$ cat config.mk
export PLATFORM = sky130hd
export DESIGN_NAME = gray_sync_decoder
export DESIGN_NICKNAME = d
export VERILOG_FILES = /design/src/rtl/gray_sync_decoder.sv
export SDC_FILE = /design/constraint.sdc
export NUM_CORES = 1
export LEC_CHECK = 0
export CAP_MARGIN = 20
export CORE_MARGIN = 2
export CORE_UTILIZATION = 45
export DETAILED_ROUTE_END_ITERATION = 7
export MAX_ROUTING_LAYER = met4
export PLACE_DENSITY = 0.76
export SYNTH_ARGS = -nofsm -noshare
export SYNTH_HDL_FRONTEND = slang
export SYNTH_SLANG_ARGS = --single-unit
$ cat constraint.sdc
create_clock -name clk -period 4.7 [get_ports clk]
set_input_delay 0.47 -clock clk [delete_from_list [all_inputs] [get_ports clk]]
set_output_delay 0.47 -clock clk [all_outputs]
set_load 0.005 [all_outputs]
$ cat src/rtl/gray_sync_decoder.sv
// Brings a gray-coded count across a clock boundary, decodes it to binary and reports the
// per-cycle step, a change pulse and a sticky multi-bit-step error once the pipeline is armed.
module gray_sync_decoder #(
  parameter int unsigned W      = 4,
  parameter int unsigned N_SYNC = 2
) (
  input  logic         clk,
  input  logic         areset_n,
  input  logic [W-1:0] gray_in,
  input  logic         err_clr,
  output logic [W-1:0] bin_out,
  output logic         changed,
  output logic [W-1:0] delta,
  output logic         err,
  output logic         armed
);

  localparam int unsigned CW = $clog2(N_SYNC + 1) + 1;

  localparam logic [0:0] ST_ARM = 1'b0;
  localparam logic [0:0] ST_RUN = 1'b1;

  logic [N_SYNC-1:0][W-1:0] r_sync;
  logic [W-1:0]             r_g_prev;
  logic [W-1:0]             r_bin;
  logic                     r_changed;
  logic [W-1:0]             r_delta;
  logic                     r_err;
  logic [CW-1:0]            r_arm_cnt;
  logic [0:0]               r_state;

  logic [W-1:0] w_g_sync;
  logic [W-1:0] w_bin_sync;
  logic [W-1:0] w_bin_prev;
  logic [W-1:0] w_diff;
  logic         w_multi;
  logic         w_run;

  function automatic logic [W-1:0] gray2bin(input logic [W-1:0] g);
    logic [W-1:0] b;
    b[W-1] = g[W-1];
    for (int i = W - 2; i >= 0; i--) begin
      b[i] = b[i+1] ^ g[i];
    end
    return b;
  endfunction

  assign w_g_sync   = r_sync[N_SYNC-1];
  assign w_bin_sync = gray2bin(w_g_sync);
  assign w_bin_prev = gray2bin(r_g_prev);
  assign w_diff     = w_g_sync ^ r_g_prev;
  // Clearing the lowest set bit leaves something only if two or more bits flipped.
  assign w_multi    = (w_diff & (w_diff - W'(1))) != '0;
  assign w_run      = (r_state == ST_RUN);

  always_ff @(posedge clk or negedge areset_n) begin
    if (!areset_n) begin
      r_sync    <= '0;
      r_g_prev  <= '0;
      r_bin     <= '0;
      r_changed <= 1'b0;
      r_delta   <= '0;
      r_err     <= 1'b0;
      r_arm_cnt <= '0;
      r_state   <= ST_ARM;
    end else begin
      r_sync    <= {r_sync[N_SYNC-2:0], gray_in};
      r_g_prev  <= w_g_sync;
      r_bin     <= w_bin_sync;
      r_changed <= w_run && (w_g_sync != r_g_prev);
      r_delta   <= w_run ? (w_bin_sync - w_bin_prev) : '0;
      // A new multi-bit step takes priority over a clear in the same cycle.
      r_err     <= (w_run && w_multi) || (r_err && !err_clr);
      if (r_state == ST_ARM) begin
        if (r_arm_cnt == CW'(N_SYNC)) begin
          r_state <= ST_RUN;
        end else begin
          r_arm_cnt <= r_arm_cnt + CW'(1);
        end
      end
    end
  end

  assign bin_out = r_bin;
  assign changed = r_changed;
  assign delta   = r_delta;
  assign err     = r_err;
  assign armed   = w_run;

endmodule

==> results of run 1 <==
## worst min-delay path by stage
| stage | slack [ps] | start | to | cells past startpoint |
|---|---|---|---|---|
| 2_1_floorplan | 170 | areset_n | armed$_DFF_PN0_ | 0 |
| 3_3_place_gp | 330 | r_sync[0]$_DFF_PN0_ | w_g_sync[0]$_DFF_PN0_ | 0 |
| 3_5_place_dp | 340 | r_sync[0]$_DFF_PN0_ | w_g_sync[0]$_DFF_PN0_ | 0 |
| 4_1_cts | 370 | r_sync[0]$_DFF_PN0_ | w_g_sync[0]$_DFF_PN0_ | 0 |
| 5_1_grt | 380 | r_sync[1]$_DFF_PN0_ | w_g_sync[1]$_DFF_PN0_ | 0 |
| 6_report | 370 | r_sync[3]$_DFF_PN0_ | w_g_sync[3]$_DFF_PN0_ | 0 |
## per-stage QoR
stage | cells | hold WS, ps
detailed placement | 114 | 342
floorplan | 71 | 174
global placement | 114 | 332
finish | 119 | 366
CTS | 118 | 373
global route | 119 | 377
## routing by layer
metal  wire, um  global-route usage
met5          0                   -
met1        543               0.130
met2        628               0.195
met4         12              0.0811
met3         68              0.0298
## cell type report
cell class,count,area [um^2]
multi-input combinational,36,315
inverter,9,33.8
tap,27,33.8
sequential,25,626
clock inverter,1,5.00
clock buffer,3,22.5
timing repair buffer,18,185
fill,168,781
## sequential cells by signal, summed over array words and instances (netlist names), 3 cells and up
register	flops
w_g_sync	4
r_g_prev	3
delta	4
r_arm_cnt	3
r_sync	4
bin_out	4
## power breakdown
part / leakage (uW) / switching [uW] / internal (uW) / total [uW]
Sequential: 0.000286 / 9.08 / 239 / 249
Clock: 0.0000177 / 57.7 / 31.7 / 89.5
Combinational: 0.000238 / 39.8 / 62.7 / 103
Total: 0.000541 / 107 / 334 / 441
## cells by family after synthesis
logic type,after synthesis
AOI/OAI and AO/OA,8
xor gates and xnor gates,13
adders and majority gates,6
buffers and inverters,10
DFF,25
and+or+nand+nor,9
## worst reg2reg max path, cell delays in order (launching register included)
cell and delay, ps:
dfrtp_1 450, xor2_2 290, xnor2_2 190, xor2_1 130
ha_1 240, fa_1 380, xor2_1 170, nor2_1 50
## cell usage after synthesis
master and count:
dfrtp_1 25, nor3_1 1, a21boi_0 1, nand2_1 1
xnor2_1 7, nor3b_1 1, xor2_2 1, nand2b_1 1
fa_1 1, nor2_1 3, nand3_1 1, ha_1 5
xnor2_2 2, xor2_1 3, a41oi_1 1, a21oi_1 1
buf_4 1, o211ai_1 2, o21ai_0 3, inv_1 9
nor2b_1 1
==> summary.txt, run 1 <==
Synth
  • Seq/Total Area, Yosys: 0.637
  • Leading area contributor after synthesis: dfrtp_1
  • Adder-cell area share of the yosys netlist: 0.0841
  • Synthesis Warnings: 0
  • Post-Syn Instances: 71
  • Post-synthesis mux area share: 0
  • Synth unique cells: 21
  • Mapped Nets: 84
  • Post-synthesis cell area: 982 um^2
  • Post-Synth XOR/XNOR Area: 0.139
  • Mean area per synthesized cell: ~14 um^2
  • Post-Synth Simple-Gate Area: 0.0459
  • Area share of the largest cell type after synthesis: 0.637
  • Synth top area cells: dfrtp_1, ha_1, xnor2_1, inv_1, xnor2_2
  • Largest family of logic cells by synthesized area: XOR/XNOR gates
  • #FFs+latches synth: 25
  • Complex-gate fraction of the synthesized area: 0.0522

CTS
  • CTS max path bufs: 2
  • Clk_lat worst skew: 310 ps
  • Maximum level of the CTS H-tree: 1
  • TritonCTS clock tree: yes
  • Hold_buf cts: 0
  • Post-CTS setup buffer count: 0
  • Resized Gates After CTS: 0
  • CTS root buffer: clkbuf_4
  • CTS Sinks: 25
  • Clock transition at the registers of the reported paths: 130 ps
  • Num CTS Buffers: 3

Power and ir drop
  • Pwr per Cell Area: 361 mW/mm^2
  • VDD IR max: 0.233 mV
  • Leakage power: between 0.0005 and 0.0006 uW
  • Total power: 441 uW

Worst setup path
  • Worst path max stage delay: roughly 450 ps
  • Reg-to-Reg Start: w_g_sync[2]$_DFF_PN0_
  • Critical path peak fanout: 3
  • Slowest CP cell: dfrtp_1
  • Req. time, crit path: 4910 ps
  • Reg-to-Reg End: delta[2]$_DFF_PN0_
  • CP Launch Type: flip-flop
  • Crit path capture type: flip-flop
  • Crit Path Class: flip-flop to flip-flop
  • Crit path max-delay family: XOR/XNOR gates
  • WP data arrival: approximately 2200 ps
  • Most frequent CP cell: xor2_1
  • Crit path to: delta[2]$_DFF_PN0_
  • Reg2Reg Setup Slack: about 2700 ps
  • Crit path buf inv count: 0
  • Crit-path cells: xor2_2, xnor2_2, xor2_1, ha_1, fa_1, xor2_1, nor2_1
  • Setup crit start: w_g_sync[2]$_DFF_PN0_
  • Cell depth of the worst setup path: 7
  • Worst R2R Path Depth: 7

Timing
  • Final hold vios: 0
  • Final TNS setup: 0 ps
  • Fin crit period: around 2000 ps
  • Final Setup Violations: 0
  • PnR worst setup slack: 2710 ps
  • Unrepaired setup endpoints after global routing: false
  • Slew margin rel.: 0.648
  • Final worst clock skew: 8.06 ps
  • Worst Max-Slew Pin Slew: 527 ps
  • Tcrit/Tclk final: 0.424
  • Final Max Tran Viols: 0
  • Max Clk Rate: 502 MHz

Floorplan
  • Die area: 0.00257 mm^2
  • Total core area: 0.00200 mm^2
  • Overall die height: 50.7 um
  • Top Ports: 18
  • Initial Util: 0.491
  • Chip width: 50.7 um
  • FP Rows: 16

Drt
  • Post-route ant nets: 0
  • Post-Route WL: between 1 and 1.5 mm
  • Vias per inst: 4.51
  • DRC: 0
  • Vias: about 540
  • Wire length per cell: ~11 um
  • Pre-antenna DRT Iters: 3
  • Iteration-0 DRC Markers: 3

Job
  • Max Cap Viol: 0

Final layout
  • Most frequent cells in the layout: dfrtp_1, clkdlybuf4s50_1, inv_1
  • Fin area: roughly 0.0012 mm^2
  • Area growth from synthesis to layout: 24.3%
  • Fraction of layout cells with a size suffix above 1: 0.0870
  • Post-layout net count: roughly 110
  • Antenna cells: 0
  • Commonest non-fill, non-tap cell in the layout: dfrtp_1
  • Finished Core Util: 0.610

Min path
  • Hold Path Class: flip-flop to flip-flop

Placed design
  • RePlAce Congestion: 0.798
  • Post-DP HPWL: 968 um
  • Port buffer count: 17
  • Setup Slack @ Placement: 2700 ps
  • Cell Area, Placed: between 0.001 and 0.0015 mm^2

GRT
  • Global Route Usage Sum: 0.120
  • Vias in the first global route: 515
  • Largest net degree at the start of global routing: 26
  • Antenna violations before repair: 0
  • First-pass GRT wire length: 2.19 mm
  • Grt ovf: 0

Status
  • Status: finished, final reports clean
Power figures use the tool's default switching activity.
==> inputs of run 2 (changes only) <==
--- a/config.mk
+++ b/config.mk
@@ -10,7 +10,7 @@
 export CORE_UTILIZATION = 45
 export DETAILED_ROUTE_END_ITERATION = 7
 export MAX_ROUTING_LAYER = met4
-export PLACE_DENSITY = 0.76
+export PLACE_DENSITY = 0.79
 export SYNTH_ARGS = -nofsm -noshare
 export SYNTH_HDL_FRONTEND = slang
 export SYNTH_SLANG_ARGS = --single-unit
==> constraint.sdc (replaced) <==
create_clock -name clk -period 1.62 [get_ports clk]
set_input_delay 0.162 -clock clk [delete_from_list [all_inputs] [get_ports clk]]
set_output_delay 0.162 -clock clk [all_outputs]
set_load 0.005 [all_outputs]
==> run 2 against run 1 <==
Effect of this change:
- the run now ends with negative setup slack left
- global-route usage rose by 2.1 points
- non-clock buffer count grew 11
- sequential share of layout area is 3.2 points lower
- largest power group unchanged
==> summary.txt, run 2 (same netlist as run 1, synthesis figures left out) <==
Status
  • Status: complete, but fails checks (was finished, final reports clean)
  • Violated checks: negative setup slack

Job
  • Max Cap Viol: 0 (unchanged)

Drt
  • Pre-antenna DRT Iters: 2 (was 3)
  • Vias: 597 (was 537)
  • Post-Route WL: 1.39 mm (was 1.25 mm)
  • Iteration-0 DRC Markers: 2 (was 3)
  • Vias per inst: 4.59 (was 4.51)
  • Wire length per cell: 10.7 um (was 10.5 um)
  • DRC: 0 (unchanged)
  • Post-route ant nets: 0 (unchanged)

Floorplan
  • FP Rows: 16 (unchanged)
  • Chip width: 50.7 um (unchanged)
  • Initial Util: 0.491 (unchanged)
  • Top Ports: 18 (unchanged)
  • Overall die height: 50.7 um (unchanged)
  • Die area: 0.00257 mm^2 (unchanged)
  • Total core area: 0.00200 mm^2 (unchanged)

Worst setup path
  • Crit Path Class: flip-flop to flip-flop (unchanged)
  • WP data arrival: 2100 ps (was 2210 ps)
  • Reg2Reg Setup Slack: -230 ps (was 2710 ps)
  • Req. time, crit path: 1870 ps (was 4910 ps)
  • Reg-to-Reg End: delta[1]$_DFF_PN0_ (was delta[2]$_DFF_PN0_)
  • Critical path peak fanout: 3 (unchanged)
  • Crit path capture type: flip-flop (unchanged)
  • Worst R2R Path Depth: 6 (was 7)
  • Reg-to-Reg Start: w_g_sync[3]$_DFF_PN0_ (was w_g_sync[2]$_DFF_PN0_)
  • CP Launch Type: flip-flop (unchanged)

Final layout
  • Post-layout net count: 117 (was 106)
  • Finished Core Util: 0.651 (was 0.610)
  • Antenna cells: 0 (unchanged)
  • Commonest non-fill, non-tap cell in the layout: dfrtp_1 (unchanged)
  • Area growth from synthesis to layout: 32.7% (was 24.3%)
  • Fraction of layout cells with a size suffix above 1: 0.204 (was 0.0870)
  • Most frequent cells in the layout: dfrtp_1, clkdlybuf4s50_1, buf_4 (was dfrtp_1, clkdlybuf4s50_1, inv_1)
  • Non-filler cells, final: 130 (was 119)

Timing
  • Max Clk Rate: 541 MHz (was 502 MHz)
  • Final TNS setup: -645 ps (was 0 ps)
  • Unrepaired setup endpoints after global routing: true (was false)
  • Final worst clock skew: 0.628 ps (was 8.06 ps)
  • Final hold vios: 0 (unchanged)
  • Slew margin rel.: 0.710 (was 0.648)
  • PnR worst setup slack: -229 ps (was 2710 ps)
  • Tcrit/Tclk final: 1.14 (was 0.424)
  • Final Setup Violations: 3 (was 0)
  • Worst Max-Slew Pin Slew: 432 ps (was 527 ps)
  • Fin crit period: 1850 ps (was 1990 ps)
  • Final Max Tran Viols: 0 (unchanged)

GRT
  • Vias in the first global route: 596 (was 515)
  • First-pass GRT wire length: 2.53 mm (was 2.19 mm)
  • Largest net degree at the start of global routing: 26 (unchanged)
  • Grt ovf: 0 (unchanged)
  • Global Route Usage Sum: 0.141 (was 0.120)
  • Antenna violations before repair: 0 (unchanged)

Placed design
  • Dpl cells: 126 (was 114)
  • Post-DP HPWL: 1.11 mm (was 968 um)
  • RePlAce Congestion: 0.809 (was 0.798)
  • Port buffer count: 17 (unchanged)
  • Setup Slack @ Placement: -242 ps (was 2700 ps)

CTS
  • CTS max path bufs: 2 (unchanged)
  • Post-CTS setup buffer count: 0 (unchanged)
  • Maximum level of the CTS H-tree: 1 (unchanged)
  • Hold_buf cts: 0 (unchanged)
  • CTS root buffer: clkbuf_4 (unchanged)
  • Clk_lat worst skew: 300 ps (was 310 ps)
  • CTS Sinks: 25 (unchanged)
  • Clock transition at the registers of the reported paths: 130 ps (about the same)
  • TritonCTS clock tree: yes (unchanged)
  • Num CTS Buffers: 3 (unchanged)

Power and ir drop
  • VDD IR max: 0.782 mV (was 0.233 mV)
  • Pwr per Cell Area: 1020 mW/mm^2 (was 361 mW/mm^2)
  • Leakage power: 0.000592 uW (was 0.000541 uW)

Min path
  • Hold Path Class: input port to async pin (was flip-flop to flip-flop)
run 2: cell types whose count changed in the layout (fill, tap and decap cells not counted):
cell / before / now
ha_2: 0 / 1
nor3b_2: 0 / 1
o21ai_1: 0 / 1
buf_4: 0 / 12
o21ai_0: 3 / 2
ha_1: 5 / 4
nor3b_1: 1 / 0
buf_8: 1 / 0
run 2: worst max-delay path by stage:
stage | cells after the start | end | startpoint | slack (ps)
after floorplan | 7 | delta[2]$_DFF_PN0_ | w_g_sync[3]$_DFF_PN0_ | -200
after global placement | 7 | delta[2]$_DFF_PN0_ | w_g_sync[3]$_DFF_PN0_ | -210
after detailed placement | 6 | delta[1]$_DFF_PN0_ | w_g_sync[3]$_DFF_PN0_ | -240
after CTS | 6 | delta[1]$_DFF_PN0_ | w_g_sync[3]$_DFF_PN0_ | -240
after global routing | 8 | delta[3]$_DFF_PN0_ | w_g_sync[3]$_DFF_PN0_ | -300
final | 6 | delta[1]$_DFF_PN0_ | w_g_sync[3]$_DFF_PN0_ | -230
run 2: timing repair:
item	in CTS	in global routing
gates cloned	0	0
setup endpoints to repair	3	3
resized for setup	0	0
pin swaps	6	1
run 2: critical path, cell delays in order (launching register included):
cell	delay [ps]
dfrtp_1	440
xor2_2	200
xnor2_2	210
xor2_1	220
ha_2	230
fa_1	410
nor2_1	90
run 2: metrics by stage:
stage	hold slack (ps)	instance area (um^2)	power, uW
global placement	332	1280	1070
CTS	202	1300	1340
global route	207	1300	1420
detailed placement	335	1280	1080
finish	201	1300	1330
floorplan	-134	990	875
run 2: final cells by class:
cell class | count | area [um^2]
clock buffers | 3 | 22.5
clock inverters | 1 | 5.00
fillers | 159 | 698
inverters | 9 | 33.8
multi-input cells | 36 | 323
flip-flops and latches | 25 | 626
well taps | 27 | 33.8
repair buffers | 29 | 260
run 2: report_power, final:
part           switching (uW)  internal [uW]  total (uW)
clock network             176           92.1         268
registers                25.4            695         720
logic                     127            214         340
total                     327           1000        1330
run 2: routing by layer:
layer	part of all wire	vias to the layer above	GRT usage	wire, um
met3	0.046	2	0.0268	64
met5	0	-	-	0
met4	0.0094	0	0.0676	13
met1	0.41	292	0.165	568
li1	-	289	-	-
met2	0.53	14	0.235	738
==> inputs of run 3 (changes only) <==
--- a/config.mk
+++ b/config.mk
@@ -6,7 +6,7 @@
 export NUM_CORES = 1
 export LEC_CHECK = 0
 export CAP_MARGIN = 20
-export CORE_MARGIN = 2
+export CORE_MARGIN = 4
 export CORE_UTILIZATION = 45
 export DETAILED_ROUTE_END_ITERATION = 7
 export MAX_ROUTING_LAYER = met4
==> run 3 against run 2 <==
Effect of this change:
- the run still ends with negative setup slack left
- sequential power is essentially flat
- worst setup slack lost 15 ps
- via count shrank 0.17%
- critical path depth is the same
- clock power shrank 3%
- cell area grew 0.19%
- die area grew 16%
- combinational power grew 3%
- critical endpoint unchanged
==> summary.txt, run 3 (same netlist as run 1, synthesis figures left out) <==
Status
  • Status: complete, but fails checks (unchanged)
  • Violated checks: negative setup slack (unchanged)

CTS
  • Num CTS Buffers: 3 (unchanged)
  • CTS Sinks: 25 (unchanged)
  • Clk_lat worst skew: 300 ps (about the same)
  • CTS max path bufs: 2 (unchanged)
  • Hold_buf cts: 0 (unchanged)
  • CTS root buffer: clkbuf_4 (unchanged)
  • Clock transition at the registers of the reported paths: 120 ps (was 130 ps)
  • Maximum level of the CTS H-tree: 1 (unchanged)
  • TritonCTS clock tree: yes (unchanged)

Timing
  • Final TNS setup: -666 ps (was -645 ps)
  • Worst Max-Slew Pin Slew: 420 ps (was 432 ps)
  • Worst hold slack: 204 ps (was 201 ps)
  • PnR worst setup slack: -244 ps (was -229 ps)
  • Tcrit/Tclk final: 1.15 (was 1.14)
  • Unrepaired setup endpoints after global routing: true (unchanged)
  • Slew margin rel.: 0.718 (was 0.710)
  • Final Setup Violations: 3 (unchanged)
  • Max Clk Rate: 536 MHz (was 541 MHz)
  • Final Max Tran Viols: 0 (unchanged)
  • Final hold vios: 0 (unchanged)
  • Fin crit period: 1860 ps (was 1850 ps)
  • Final worst clock skew: 1.97 ps (was 0.628 ps)

Final layout
  • Most frequent cells in the layout: dfrtp_1, clkdlybuf4s50_1, buf_4 (unchanged)
  • Post-layout net count: 117 (unchanged)
  • Non-filler cells, final: 130 (unchanged)
  • Antenna cells: 0 (unchanged)
  • Fraction of layout cells with a size suffix above 1: 0.214 (was 0.204)
  • Commonest non-fill, non-tap cell in the layout: dfrtp_1 (unchanged)
  • Area growth from synthesis to layout: 33.0% (was 32.7%)
  • Filler cells: 157 (was 159)

GRT
  • Antenna violations before repair: 0 (unchanged)
  • Global Route Usage Sum: 0.131 (was 0.141)
  • Grt ovf: 0 (unchanged)
  • First-pass GRT wire length: 2.59 mm (was 2.53 mm)
  • Vias in the first global route: 642 (was 596)
  • Largest net degree at the start of global routing: 26 (unchanged)

Worst setup path
  • Reg2Reg Setup Slack: -240 ps (was -230 ps)
  • CP Launch Type: flip-flop (unchanged)
  • Crit path capture type: flip-flop (unchanged)
  • Req. time, crit path: 1870 ps (about the same)
  • Critical path peak fanout: 3 (unchanged)
  • Crit Path Class: flip-flop to flip-flop (unchanged)
  • WP data arrival: 2110 ps (was 2100 ps)

Floorplan
  • Die area: 0.00299 mm^2 (was 0.00257 mm^2)
  • Total core area: 0.00202 mm^2 (was 0.00200 mm^2)
  • FP Rows: 16 (unchanged)
  • Chip width: 54.7 um (was 50.7 um)
  • Overall die height: 54.7 um (was 50.7 um)
  • Top Ports: 18 (unchanged)
  • Initial Util: 0.486 (was 0.491)

Power and ir drop
  • VDD IR max: 0.668 mV (was 0.782 mV)
  • Pwr per Cell Area: 1020 mW/mm^2 (about the same)
  • Total power: 1330 uW (about the same)
  • Leakage power: 0.000591 uW (was 0.000592 uW)

Drt
  • Pre-antenna DRT Iters: 3 (was 2)
  • Vias: 596 (was 597)
  • Wire length per cell: 11.6 um (was 10.7 um)
  • Iteration-0 DRC Markers: 6 (was 2)
  • Post-route ant nets: 0 (unchanged)
  • Vias per inst: 4.58 (was 4.59)
  • DRC: 0 (unchanged)
  • Post-Route WL: 1.50 mm (was 1.39 mm)

Job
  • Max Cap Viol: 0 (unchanged)

Min path
  • Hold Path Class: input port to async pin (unchanged)

Placed design
  • Dpl cells: 126 (unchanged)
  • Post-DP HPWL: 1.25 mm (was 1.11 mm)
  • RePlAce Congestion: 0.778 (was 0.809)
  • Port buffer count: 17 (unchanged)
run 3: cell counts in the layout (fill, tap and decap cells not counted):
Identical to the previous run, type by type.
run 3: per-layer routing:
metal	GRT usage	vias to the layer above	wire, um
li1	-	285	-
met1	0.132	296	539
met2	0.232	13	877
met3	0.0245	2	77
met4	0.0747	0	9
met5	-	-	0
run 3: what timing repair did:
item                                    CTS  global route
gates resized for setup                   1             0
endpoints found under the setup margin    3             4
buffers inserted                          0             0
pin swaps                                 6             0
run 3: worst max-delay path, cell delays in order, from the launching register on:
cell and delay (ps):
dfrtp_1 430, xor2_2 200, xnor2_2 190, xor2_1 230, ha_2 240, fa_2 430
nor2_1 90
run 3: path summary, 6_finish.rpt:
check,startpoint,end,cells after the start
worst max-delay path,w_g_sync[2]$_DFF_PN0_,delta[1]$_DFF_PN0_,6
worst max register to register,w_g_sync[2]$_DFF_PN0_,delta[1]$_DFF_PN0_,6
worst min register to register,r_sync[0]$_DFF_PN0_,w_g_sync[0]$_DFF_PN0_,0
min in group clk,gray_in[1],r_sync[1]$_DFF_PN0_,1
max in group asynchronous,areset_n,r_arm_cnt[0]$_DFFE_PN0P_,2
worst min-delay path,areset_n,bin_out[0]$_DFF_PN0_,2
run 3: cell type report:
class	instances	area, um^2	area share
clock inverters	1	5.00	0.00383
clock buffers	3	22.5	0.0172
inverters	9	33.8	0.0259
multi-input cells	36	325	0.249
repair buffers	29	260	0.199
flip-flops and latches	25	626	0.479
well taps	27	33.8	0.0259
run 3: report_power, final:
part           switching, uW  internal, uW
clock network            167          92.0
registers               25.7           695
logic                    132           218
total                    324          1000
run 3: per-stage QoR:
| step | util | worst slack [ps] | instance area (um^2) |
|---|---|---|---|
| floorplan | - | -200 | 990 |
| global placement | 0.631 | -207 | 1280 |
| detailed placement | 0.631 | -269 | 1280 |
| CTS | 0.646 | -269 | 1310 |
| global route | 0.646 | -391 | 1310 |
| finish | 0.646 | -244 | 1310 |
